--- src/rtl/alu_seq_ctrl.sv ---
// Sequencing controller for the 8-bit board ALU: turns debounced button presses and
// switch values into operand loads, one start/valid ALU transaction, and display state.
module alu_seq_ctrl #(
    parameter int TIMEOUT_CYC = 15,
    parameter int CNT_W       = 8
) (
    input  logic             clk,
    input  logic             rst,
    input  logic [7:0]       sw,
    input  logic             pb_a,
    input  logic             pb_b,
    input  logic             pb_x,
    output logic [7:0]       alu_a,
    output logic [7:0]       alu_b,
    output logic [2:0]       alu_op,
    output logic             alu_start,
    input  logic [8:0]       alu_result,
    input  logic             alu_valid,
    output logic [8:0]       bi,
    output logic [3:0]       letter,
    output logic             busy,
    output logic             done,
    output logic             err,
    output logic [CNT_W-1:0] op_cnt
);

    localparam int TMR_W = (TIMEOUT_CYC < 2) ? 1 : $clog2(TIMEOUT_CYC);
    localparam logic [TMR_W-1:0] TMR_LAST = TMR_W'(TIMEOUT_CYC - 1);

    localparam logic [3:0] LET_A = 4'hA;
    localparam logic [3:0] LET_B = 4'hB;
    localparam logic [3:0] LET_C = 4'hC;
    localparam logic [3:0] LET_E = 4'hE;

    typedef enum logic [1:0] {
        IDLE = 2'd0,
        SHOW = 2'd1,
        ERR  = 2'd2,
        EXEC = 2'd3
    } state_t;

    state_t             state_r, state_s;
    logic               pb_a_q_r, pb_b_q_r, pb_x_q_r;
    logic               press_a_s, press_b_s, press_x_s, exec_ok_s;
    logic               a_vld_r, b_vld_r, a_vld_s, b_vld_s;
    logic [TMR_W-1:0]   timer_r, timer_s;
    logic [7:0]         alu_a_s, alu_b_s;
    logic [2:0]         alu_op_s;
    logic               alu_start_s, busy_s, done_s, err_s;
    logic [8:0]         bi_s;
    logic [3:0]         letter_s;
    logic [CNT_W-1:0]   op_cnt_s;

    // Only opcodes 1..6 with the upper switch bits clear are executable.
    function automatic logic op_legal(input logic [7:0] v);
        return (v[7:3] == 5'd0) && (v[2:0] >= 3'd1) && (v[2:0] <= 3'd6);
    endfunction

    assign press_a_s = pb_a & ~pb_a_q_r;
    assign press_b_s = pb_b & ~pb_b_q_r;
    assign press_x_s = pb_x & ~pb_x_q_r;
    assign exec_ok_s = a_vld_r & b_vld_r & op_legal(sw);

    // Next-state and next-output logic; priority A > B > X, presses ignored in EXEC.
    always_comb begin
        state_s     = state_r;
        a_vld_s     = a_vld_r;
        b_vld_s     = b_vld_r;
        timer_s     = timer_r;
        alu_a_s     = alu_a;
        alu_b_s     = alu_b;
        alu_op_s    = alu_op;
        alu_start_s = 1'b0;
        bi_s        = bi;
        letter_s    = letter;
        busy_s      = busy;
        done_s      = 1'b0;
        err_s       = err;
        op_cnt_s    = op_cnt;
        case (state_r)
            EXEC: begin
                // A strobe coincident with the start pulse belongs to no transaction.
                if (alu_valid && !alu_start) begin
                    bi_s     = alu_result;
                    letter_s = LET_C;
                    done_s   = 1'b1;
                    op_cnt_s = op_cnt + CNT_W'(1);
                    busy_s   = 1'b0;
                    state_s  = SHOW;
                end else if (timer_r == TMR_LAST) begin
                    bi_s     = 9'd0;
                    letter_s = LET_E;
                    err_s    = 1'b1;
                    busy_s   = 1'b0;
                    state_s  = ERR;
                end else begin
                    timer_s = timer_r + TMR_W'(1);
                end
            end
            IDLE, SHOW, ERR: begin
                if (press_a_s) begin
                    alu_a_s  = sw;
                    a_vld_s  = 1'b1;
                    bi_s     = {1'b0, sw};
                    letter_s = LET_A;
                    err_s    = 1'b0;
                    state_s  = SHOW;
                end else if (press_b_s) begin
                    alu_b_s  = sw;
                    b_vld_s  = 1'b1;
                    bi_s     = {1'b0, sw};
                    letter_s = LET_B;
                    err_s    = 1'b0;
                    state_s  = SHOW;
                end else if (press_x_s) begin
                    if (exec_ok_s) begin
                        alu_op_s    = sw[2:0];
                        alu_start_s = 1'b1;
                        busy_s      = 1'b1;
                        err_s       = 1'b0;
                        timer_s     = {TMR_W{1'b0}};
                        state_s     = EXEC;
                    end else begin
                        bi_s     = 9'd0;
                        letter_s = LET_E;
                        err_s    = 1'b1;
                        state_s  = ERR;
                    end
                end else begin
                    state_s = state_r;
                end
            end
            default: begin
                state_s = IDLE;
            end
        endcase
    end

    // State, button history and all registered outputs.
    always_ff @(posedge clk) begin
        if (rst) begin
            state_r   <= IDLE;
            pb_a_q_r  <= 1'b0;
            pb_b_q_r  <= 1'b0;
            pb_x_q_r  <= 1'b0;
            a_vld_r   <= 1'b0;
            b_vld_r   <= 1'b0;
            timer_r   <= {TMR_W{1'b0}};
            alu_a     <= 8'd0;
            alu_b     <= 8'd0;
            alu_op    <= 3'd0;
            alu_start <= 1'b0;
            bi        <= 9'd0;
            letter    <= 4'd0;
            busy      <= 1'b0;
            done      <= 1'b0;
            err       <= 1'b0;
            op_cnt    <= {CNT_W{1'b0}};
        end else begin
            state_r   <= state_s;
            pb_a_q_r  <= pb_a;
            pb_b_q_r  <= pb_b;
            pb_x_q_r  <= pb_x;
            a_vld_r   <= a_vld_s;
            b_vld_r   <= b_vld_s;
            timer_r   <= timer_s;
            alu_a     <= alu_a_s;
            alu_b     <= alu_b_s;
            alu_op    <= alu_op_s;
            alu_start <= alu_start_s;
            bi        <= bi_s;
            letter    <= letter_s;
            busy      <= busy_s;
            done      <= done_s;
            err       <= err_s;
            op_cnt    <= op_cnt_s;
        end
    end

endmodule

--- config.mk ---
export PLATFORM = sky130hd
export DESIGN_NAME = alu_seq_ctrl
export DESIGN_NICKNAME = d
export VERILOG_FILES = /design/src/rtl/alu_seq_ctrl.sv
export SDC_FILE = /design/constraint.sdc
export NUM_CORES = 1
export LEC_CHECK = 0
export ABC_CLOCK_PERIOD_IN_PS = 1450
export BUFFER_PORTS_ARGS = -buffer_cell sky130_fd_sc_hd__clkbuf_2
export CAP_MARGIN = 0
export CORE_ASPECT_RATIO = 0.6
export CORE_MARGIN = 1
export CORE_UTILIZATION = 30
export DETAILED_ROUTE_END_ITERATION = 7
export PLACE_DENSITY_LB_ADDON = 0.05
export SYNTH_ARGS = -nofsm -noshare
export SYNTH_HDL_FRONTEND = slang
export SYNTH_SLANG_ARGS = --single-unit
--- constraint.sdc ---
create_clock -name clk -period 1.45 [get_ports clk]
set_clock_uncertainty 0.1 [all_clocks]
set_input_delay 0.29 -clock clk [delete_from_list [all_inputs] [get_ports clk]]
set_output_delay 0.29 -clock clk [all_outputs]
set_load 0.02 [all_outputs]
==> results of run 1 <==
==> worst max path at each step <==
stage | startpoint | end | slack [ps] | cells past startpoint
2_1_floorplan | alu_start$_SDFF_PP0_ | bi[3]$_SDFFE_PP0P_ | -10 | 5
3_3_place_gp | sw[4] | bi[7]$_SDFFE_PP0P_ | -270 | 5
3_5_place_dp | sw[4] | bi[4]$_SDFFE_PP0P_ | -260 | 5
4_1_cts | state_r[1]$_SDFFE_PP0P_ | letter[1]$_SDFFE_PP0P_ | -130 | 6
5_1_grt | state_r[1]$_SDFFE_PP0P_ | bi[0]$_SDFFE_PP0P_ | -250 | 5
6_report | state_r[1]$_SDFFE_PP0P_ | bi[0]$_SDFFE_PP0P_ | -200 | 5
==> Yosys cell counts (2+ instances only) <==
cell type,n
nor4_1,3
o21ai_0,5
buf_2,4
nor4_4,2
o211ai_1,3
nand2b_1,4
inv_1,2
clkbuf_1,8
dfxtp_1,55
ha_1,3
and3_1,3
a311oi_1,10
nor3_2,2
nor2b_1,6
nand2_1,39
buf_6,2
nor3_1,5
a21oi_1,25
o21a_1,2
nand4_1,7
nor2_1,19
nand3_1,8
a221oi_1,8
a22oi_1,8
xor2_1,6
a31oi_1,2
==> layout make-up <==
class | instances | area, sq um
flip-flops and latches | 55 | 1110
clock inverters | 3 | 43.8
repair buffers | 118 | 817
well taps | 104 | 130
inverters | 2 | 7.51
multi-input cells | 190 | 1390
clock buffers | 5 | 125
fillers | 758 | 3800
==> metrics by stage <==
step | hold WS, ps | util | TNS, ps | std cells | total power (W)
6_report | 166 | 0.488 | -2630 | 477 | 0.00359
5_1_grt | 182 | 0.488 | -5480 | 477 | 0.00374
4_1_cts | 163 | 0.463 | -2070 | 470 | 0.00357
3_5_place_dp | 350 | 0.426 | -6690 | 458 | 0.00216
3_3_place_gp | 343 | 0.426 | -6570 | 458 | 0.00216
2_1_floorplan | 318 | - | -16.3 | 260 | 0.00192
==> cell families (layout without fill, tap and decap cells) <==
| logic type | Yosys count | after routing | synth area share |
|---|---|---|---|
| AOI/OAI and AO/OA | 70 | 70 | 0.210 |
| xor gates and xnor gates | 7 | 7 | 0.0261 |
| adders and majority gates | 3 | 3 | 0.0160 |
| buffers and inverters | 17 | 128 | 0.0356 |
| DFF | 55 | 55 | 0.468 |
| muxes | 1 | 1 | 0.00426 |
| and+or+nand+nor | 107 | 109 | 0.240 |
==> report_power, final <==
part / leakage [nW] / internal (W) / switching [W]
Combinational: 0.951 / 0.000249 / 0.000338
Sequential: 0.451 / 0.00157 / 0.0000330
Clock: 0.0838 / 0.000816 / 0.000580
==> flip-flops by register name (all words and copies together), names as in the netlist <==
signal and flops:
a_vld_r 1, alu_a 8, alu_b 8, alu_op 3, alu_start 1, b_vld_r 1, bi 9, busy 1
done 1, err 1, letter 4, op_cnt 8, pb_a_q_r 1, pb_b_q_r 1, pb_x_q_r 1, state_r 2
timer_r 4
==> worst max-delay path, stage by stage, from the launching register on <==
cell      delay [ps]
dfxtp_2          320
and2_4           160
buf_12           130
nor3_4           350
nand2_4          140
a311oi_1         330
==> timing repair <==
| item | in CTS | in global routing |
|---|---|---|
| gates resized for setup | 22 | 23 |
| endpoints found under the setup margin | 43 | 38 |
| cloned | 0 | 5 |
| setup buffers | 5 | 2 |
| pin swaps | 16 | 13 |
| hold buffers | 0 | 0 |
==> layer usage <==
| layer | vias to the layer above | GRT usage | part of all wire |
|---|---|---|---|
| met2 | 76 | 0.218 | 0.38 |
| li1 | 1182 | - | - |
| met1 | 1110 | 0.320 | 0.54 |
| met4 | 0 | 0.0570 | 0.011 |
| met3 | 8 | 0.0428 | 0.067 |
| met5 | - | 0 | 0 |
==> impl_results.md, run 1 <==
- CTS root buf: clkbuf_16
- Most frequent cells in the layout: 66 x clkbuf_2, 49 x dfxtp_1, 43 x buf_4
- RR Endpoint: bi[0]$_SDFFE_PP0P_
- First-pass GRT wire length: 11500 um
- Std-Cell Rows: 24
- Sink Count: 55
- Reg2reg setup slack: -200 ps
- Max-slew violation count: 0
- CP Data Required Time: 1540 ps
- Reg clk slew, reported paths: 80 ps
- Post-Synthesis Cells: 260
- Final setup viols: 32
- Iter 0 DRT Violations: 158
- Maximum VDD drop: 0.529 mV
- Number of diodes: 0
- DP Wirelength: 5350 um
- Leak: 1.49 nW
- Cell Area, Synth: 2350 sq um
- Hold path start: pb_a
- Per-cell routed wire length: around 16 um
- Die height: around 71 um
- # IOs: 67
- Layout cells sized above 1: 0.472
- Worst Hold Endpoint: pb_a_q_r$_SDFF_PP0_
- Post-synthesis sequential area ratio: 0.468
- Worst min path class: input port to flip-flop
- Antenna-violating nets left: 0
- Vias per inst: 4.98
- Critical Path Fanout Max: 5
- Placed inst area: 3160 sq um
- Share of the synthesized area in the top cell type: 0.468
- Post-synth top area cell: dfxtp_1
- Chip Width: 116 um
- Total routed wirelength: 7790 um
- Worst Hold Depth: 2
- Period utilization: 1.14
- Unique masters post-synth: 45
- RD Place Congestion: approximately 0.77
- Max-cap viol count: 0
- Syn-to-layout area delta: 53.8%
- Grt total ovfl: 0
- Post-synth ARST share: 0
- Post-route cell area: approximately 3600 sq um
- Worst Setup Path Type: flip-flop to flip-flop
- Routed via count: 2376
- TritonCTS clock tree: done
- Full die area: 8210 sq um
- Final Hold Viols: 0
- Clock latency on the worst-skew pair: 300 ps
- Post-route DRC: 0
- Core area: 7420 sq um
- Mapped Avg Cell Area: 9.05 sq um
- Yosys reg bits: 55
- Final net count: 398
- Number of global-route vias before repair: 2083
- Outcome: finished, violations left
- CP Launch Type: flip-flop
- Initial DRT Pass Iterations: 4
- Syn nets: 286
- Ys Warns: 0
- Relative slew slack: 0.763
- Bufs on Longest Clock Path: 2
- Gr usage total: 0.188
- Crit path DAT: approximately 1700 ps
- DP Worst Slack: -261 ps
- RSZ-0062 raised after global routing: yes
- Ranking of synthesized cells by area: dfxtp_1 47%, nand2_1 6.2%, a21oi_1 5.3%, a311oi_1 3.7%, nor2_1 3.0%
- CP endpoint kind: flip-flop
- Pwr per Cell Area: 992 nW/um^2
- Failing checks: setup timing
- Measured slew at the worst slew-check pin: ~350 ps
- Largest net degree at the start of global routing: 38
- Number of synthesized flops with an enable pin: 0
- Peak Freq: 605 MHz
- PnR worst setup slack: -203 ps
- RR Startpoint: state_r[1]$_SDFFE_PP0P_
- Min Tclk post-route: 1650 ps
- Antenna violations before repair: 0
- Ys flop type: dfxtp_1
- Commonest non-fill, non-tap cell in the layout: clkbuf_2
- CTS Buf Count: 5
- PortBufs: 66
- R2R cell count: 5
- Starting Density: 0.317
- H-Tree Level Count: 2
Power figures use the tool's default switching activity.
==> inputs of run 2 (changes only) <==
--- a/config.mk
+++ b/config.mk
@@ -12,6 +12,8 @@
 export CORE_MARGIN = 1
 export CORE_UTILIZATION = 30
 export DETAILED_ROUTE_END_ITERATION = 7
+export GPL_TIMING_DRIVEN = 0
+export MAX_ROUTING_LAYER = met4
 export PLACE_DENSITY_LB_ADDON = 0.05
 export SYNTH_ARGS = -nofsm -noshare
 export SYNTH_HDL_FRONTEND = slang
==> run 2 against run 1 <==
Compared with the run above:
- the run still ends with setup timing left
- maximum frequency increased by 7.4%
- sequential power about the same
- cell area decreased by 0.35%
- sequential share of layout area increased by 0.21 points
- register-to-register slack improved by 110 ps
- global-route usage increased by 1.3 points
- clock power about the same
- non-clock buffer count decreased by 8
- critical path type unchanged
- critical endpoint is now bi[3]$_SDFFE_PP0P_
==> impl_results.md, run 2 (synthesis gave the netlist of run 1 again) <==
- Number of global-route vias before repair: 2161
- Logic pwr share: 0.165
- # IOs: 67
- Post-route cell area: ~3600 sq um
- DP Worst Slack: -479 ps
- Hold-fix buffers at CTS: 0
- Non-filler cells, final: 468
- Critical Path Fanout Max: 10
- Period utilization: 1.06
- CP Data Required Time: 1550 ps
- Hold Slack: ~160 ps
- Worst Hold Depth: 2
- Failing checks: setup timing
- Layout cells sized above 1: 0.478
- Pwr per Cell Area: 1010 nW/um^2
- DP Wirelength: 5210 um
- Syn-to-layout area delta: 53.2%
- CP cell instances: and2_4 -> buf_8 -> nor3_4 -> nand2_8 -> a311oi_1
- R2R cell count: 5
- Routed via count: 2370
- Number of diodes: 0
- RSZ-0062 raised after global routing: yes
- Max incr delay on CP: 330 ps
- RD Place Congestion: roughly 0.75
- CTS Buf Count: 5
- Worst min path class: input port to flip-flop
- NetSw: 0.000956 W
- Max FFs per register: 9
- CTS root buf: clkbuf_16
- Commonest non-fill, non-tap cell in the layout: clkbuf_2
- Final net count: 389
- Largest net degree at the start of global routing: 17
- Switching Share: 0.263
- Crit path max-delay cell type: dfxtp_2
- PortBufs: 65
- Outcome: finished, violations left
- Vias per inst: 5.06
- Measured slew at the worst slew-check pin: 754 ps
- Clock network power share: 0.393
- Worst Setup Path Type: flip-flop to flip-flop
- Core Util, Final: 0.486
- Per-cell routed wire length: around 16 um
- Min Tclk post-route: 1540 ps
- Leak: approximately 1.4 nW
- H-Tree Level Count: 2
- Max-cap viol count: 0
- Bufs on Longest Clock Path: 2
- Relative slew slack: 0.497
- Sink Count: 55
- Most frequent cells in the layout: 65 x clkbuf_2, 48 x dfxtp_1, 33 x nand2_1
- Initial DRT Pass Iterations: 4
- Antenna-violating nets left: 0
- Seq pwr share: 0.442
- Peak Freq: 650 MHz
- CP Launch Type: flip-flop
- Total routed wirelength: 7610 um
- TritonCTS clock tree: done
- Final setup viols: 36
- Clock latency on the worst-skew pair: 290 ps
- Grt total ovfl: 0
- Cell-internal power: 0.00268 W
- Gr usage total: 0.201
- Antenna violations before repair: 0
- Std-Cell Rows: 24
- Die height: 70.6 um
- CP endpoint kind: flip-flop
- First-pass GRT wire length: 11900 um
- Max-slew violation count: 0
- Chip Width: 116 um
- Placed inst area: about 2900 sq um
- Final Hold Viols: 0
- Core area: 7420 sq um
- Full die area: 8210 sq um
- DP Cell Count: 429
- Top reg by flops: bi
- Starting Density: 0.317
- PnR worst setup slack: -89.6 ps
- Post-route DRC: 0
- Crit path DAT: approximately 1600 ps
- Maximum VDD drop: 0.415 mV
- Iter 0 DRT Violations: 180
- Reg clk slew, reported paths: approximately 70 ps
-- run 2: metal layers --
| layer | up-vias | GRT usage | share of wire |
|---|---|---|---|
| li1 | 1173 | - | - |
| met5 | - | - | 0 |
| met3 | 10 | 0.0428 | 0.057 |
| met1 | 1112 | 0.312 | 0.55 |
| met4 | 0 | 0.0584 | 0.016 |
| met2 | 75 | 0.252 | 0.38 |
-- run 2: repair_timing --
action | 4_1_cts | 5_1_grt
hold endpoints to repair | 0 | 0
gates resized for setup | 40 | 42
buffers inserted | 20 | 10
cloned | 2 | 1
setup endpoints to repair | 51 | 48
pin swaps | 18 | 23
-- run 2: cell type report --
class	count	area, sq um
Clock buffer	6	139
Inverter	2	7.51
Fill cell	734	3810
Tap cell	104	130
Multi-Input combinational cell	189	1460
Buffer	13	120
Clock inverter	2	35.0
Timing Repair Buffer	97	604
Sequential cell	55	1110
-- run 2: critical path, delay by kind of cell, from the launching register on --
family | cells | cell delay, ps
flops | 1 | 330
compound gates | 1 | 290
simple gates | 3 | 590
buf+inv | 1 | 140
-- run 2: power groups by stage --
| stage | registers, W | logic, W | clock network [W] |
|---|---|---|---|
| 2_1_floorplan | 0.00169 | 0.000223 | 0 |
| 3_3_place_gp | 0.00164 | 0.000445 | 0 |
| 3_5_place_dp | 0.00164 | 0.000448 | 0 |
| 4_1_cts | 0.00161 | 0.000531 | 0.00146 |
| 5_1_grt | 0.00161 | 0.000649 | 0.00154 |
| 6_report | 0.00161 | 0.000601 | 0.00143 |
-- run 2: path summary, 6_finish.rpt --
kind                                               from               endpoint  slack [ps]
worst min-delay path                               pb_x    pb_x_q_r$_SDFF_PP0_         160
worst max-delay path            state_r[0]$_SDFFE_PP0P_     bi[3]$_SDFFE_PP0P_         -90
worst min register to register    alu_a[7]$_SDFFE_PP0P_  alu_a[7]$_SDFFE_PP0P_         350
worst max register to register  state_r[0]$_SDFFE_PP0P_     bi[3]$_SDFFE_PP0P_         -90
-- run 2: per-stage QoR --
stage                     setup TNS, ps  total power, W
after global placement           -14260         0.00209
after floorplan                   -16.3         0.00192
final                             -2080         0.00364
after detailed placement         -13430         0.00209
after CTS                         -1710         0.00360
after global routing              -4520         0.00380
==> inputs of run 3 (changes only) <==
--- a/config.mk
+++ b/config.mk
@@ -15,6 +15,7 @@
 export GPL_TIMING_DRIVEN = 0
 export MAX_ROUTING_LAYER = met4
 export PLACE_DENSITY_LB_ADDON = 0.05
+export REMOVE_ABC_BUFFERS = 1
 export SYNTH_ARGS = -nofsm -noshare
 export SYNTH_HDL_FRONTEND = slang
 export SYNTH_SLANG_ARGS = --single-unit
==> run 3 against run 2 <==
Compared with the run above:
- the flow still finishes with violations (setup timing)
- global-route usage grew 0.36 points
- critical path depth grew 1
- largest power group unchanged
- register-to-register slack is essentially flat
- clock power shrank 15%
- sequential power is essentially flat
- first-iteration DRC count shrank 40%
- routed wire length grew 4.3%
==> impl_results.md, run 3 (synthesis gave the netlist of run 1 again) <==
- Maximum VDD drop: 0.545 mV
- CP Launch Type: flip-flop
- Syn-to-layout area delta: 48.7%
- Full die area: 8210 sq um
- Routed via count: 2334
- Clock network power share: 0.360
- Initial DRT Pass Iterations: 4
- Antenna-violating nets left: 0
- Clock latency on the worst-skew pair: 300 ps
- Iter 0 DRT Violations: between 100 and 150
- Sink Count: 55
- Period utilization: 1.06
- Cell-internal power: roughly 0.0024 W
- Reg2reg setup slack: -80 ps
- Worst min path class: input port to flip-flop
- Starting Density: 0.317
- Chip Width: 116 um
- Final setup viols: 30
- Std-Cell Rows: 24
- Failing checks: setup timing
- PortBufs: 66
- Measured slew at the worst slew-check pin: 700 ps
- Top reg by flops: bi
- Total routed wirelength: 7940 um
- Die height: 70.6 um
- Gr usage total: 0.205
- DP Worst Slack: -698 ps
- Hold-fix buffers at CTS: 0
- Number of diodes: 0
- Reg clk slew, reported paths: approximately 70 ps
- Setup TNS: -1120 ps
- Most frequent cells in the layout: 65 x clkbuf_2, 47 x dfxtp_1, 36 x nand2_1
- Grt total ovfl: 0
- Seq pwr share: 0.473
- Largest net degree at the start of global routing: 56
- Final net count: 380
- Antenna violations before repair: 0
- # IOs: 67
- Worst Setup Path Type: flip-flop to flip-flop
- Peak Freq: about 650 MHz
- Relative slew slack: 0.533
- Vias per inst: 5.08
- Final Hold Viols: 0
- Core area: 7420 sq um
- CTS root buf: clkbuf_16
- DP Wirelength: 4720 um
- Max-slew violation count: 0
- Bufs on Longest Clock Path: 2
- Layout cells sized above 1: 0.456
- CTS Buf Count: 5
- RSZ-0062 raised after global routing: yes
- Pwr per Cell Area: 972 nW/um^2
- Per-cell routed wire length: 17.3 um
- PnR worst setup slack: -80.0 ps
- RD Place Congestion: 0.770
- Number of global-route vias before repair: 2176
- FILL cells: 737
- Area occupied by multi-input gates: approximately 1500 sq um
- Leak: ~1.4 nW
- CP Data Required Time: 1550 ps
- NetSw: 0.000964 W
- Crit path DAT: 1630 ps
- H-Tree Level Count: 2
- Commonest non-fill, non-tap cell in the layout: clkbuf_2
- Logic pwr share: 0.167
- Register area: 1120 sq um
- First-pass GRT wire length: 12000 um
- Switching Share: 0.284
- CP endpoint kind: flip-flop
- Max FFs per register: 9
- TritonCTS clock tree: done
- Min Tclk post-route: approximately 1500 ps
- Outcome: finished, violations left
- Critical Path Fanout Max: 6
- Max-cap viol count: 0
- Post-route DRC: 0
-- run 3: final cells by class --
cell class / count / area share
clock buffer: 5 / 0.0358
clock inverter: 3 / 0.00572
inverter: 2 / 0.00215
multi-input combinational: 191 / 0.416
sequential: 55 / 0.320
tap: 104 / 0.0372
timing repair buffer: 99 / 0.183
-- run 3: what timing repair did --
action,in CTS,in global routing
resized for setup,55,22
setup buffers,29,4
cloned,3,0
pin swaps,25,25
endpoints found under the setup margin,51,47
-- run 3: final timing paths --
check / from / to / cells past startpoint
worst min-delay path: pb_x / pb_x_q_r$_SDFF_PP0_ / 2
worst max register to register: state_r[0]$_SDFFE_PP0P_ / err$_SDFFE_PP0P_ / 6
worst max-delay path: state_r[0]$_SDFFE_PP0P_ / err$_SDFFE_PP0P_ / 6
worst min register to register: alu_b[0]$_SDFFE_PP0P_ / alu_b[0]$_SDFFE_PP0P_ / 2
-- run 3: through the flow --
stage | power, W | hold WS (ps) | instance area, sq um | instances | util
finish | 0.00340 | 143 | 3500 | 459 | 0.471
global route | 0.00354 | 150 | 3500 | 459 | 0.471
CTS | 0.00341 | 136 | 3360 | 455 | 0.453
detailed placement | 0.00205 | 349 | 2740 | 415 | 0.369
global placement | 0.00205 | 343 | 2740 | 415 | 0.369
floorplan | 0.00187 | 259 | 2280 | 245 | -
-- run 3: routing by layer --
layer / up-vias / wire (um) / global-route usage
met4: 0 / 111 / 0.0598
li1: 1149 / - / -
met5: - / 0 / -
met3: 10 / 552 / 0.0446
met1: 1091 / 4120 / 0.304
met2: 84 / 3150 / 0.273
-- run 3: power groups by stage --
stage | logic (W) | clock network, W | registers, W
3_5_place_dp | 0.000414 | 0 | 0.00164
6_report | 0.000569 | 0.00122 | 0.00161
4_1_cts | 0.000535 | 0.00127 | 0.00160
2_1_floorplan | 0.000178 | 0 | 0.00169
5_1_grt | 0.000609 | 0.00132 | 0.00161
3_3_place_gp | 0.000410 | 0 | 0.00164
-- run 3: critical path, cell delays in order (launching register included) --
cell	delay [ps]
dfxtp_4	380
and2_4	230
buf_6	160
nor4_4	40
buf_4	150
a2bb2oi_4	170
o21ba_2	190
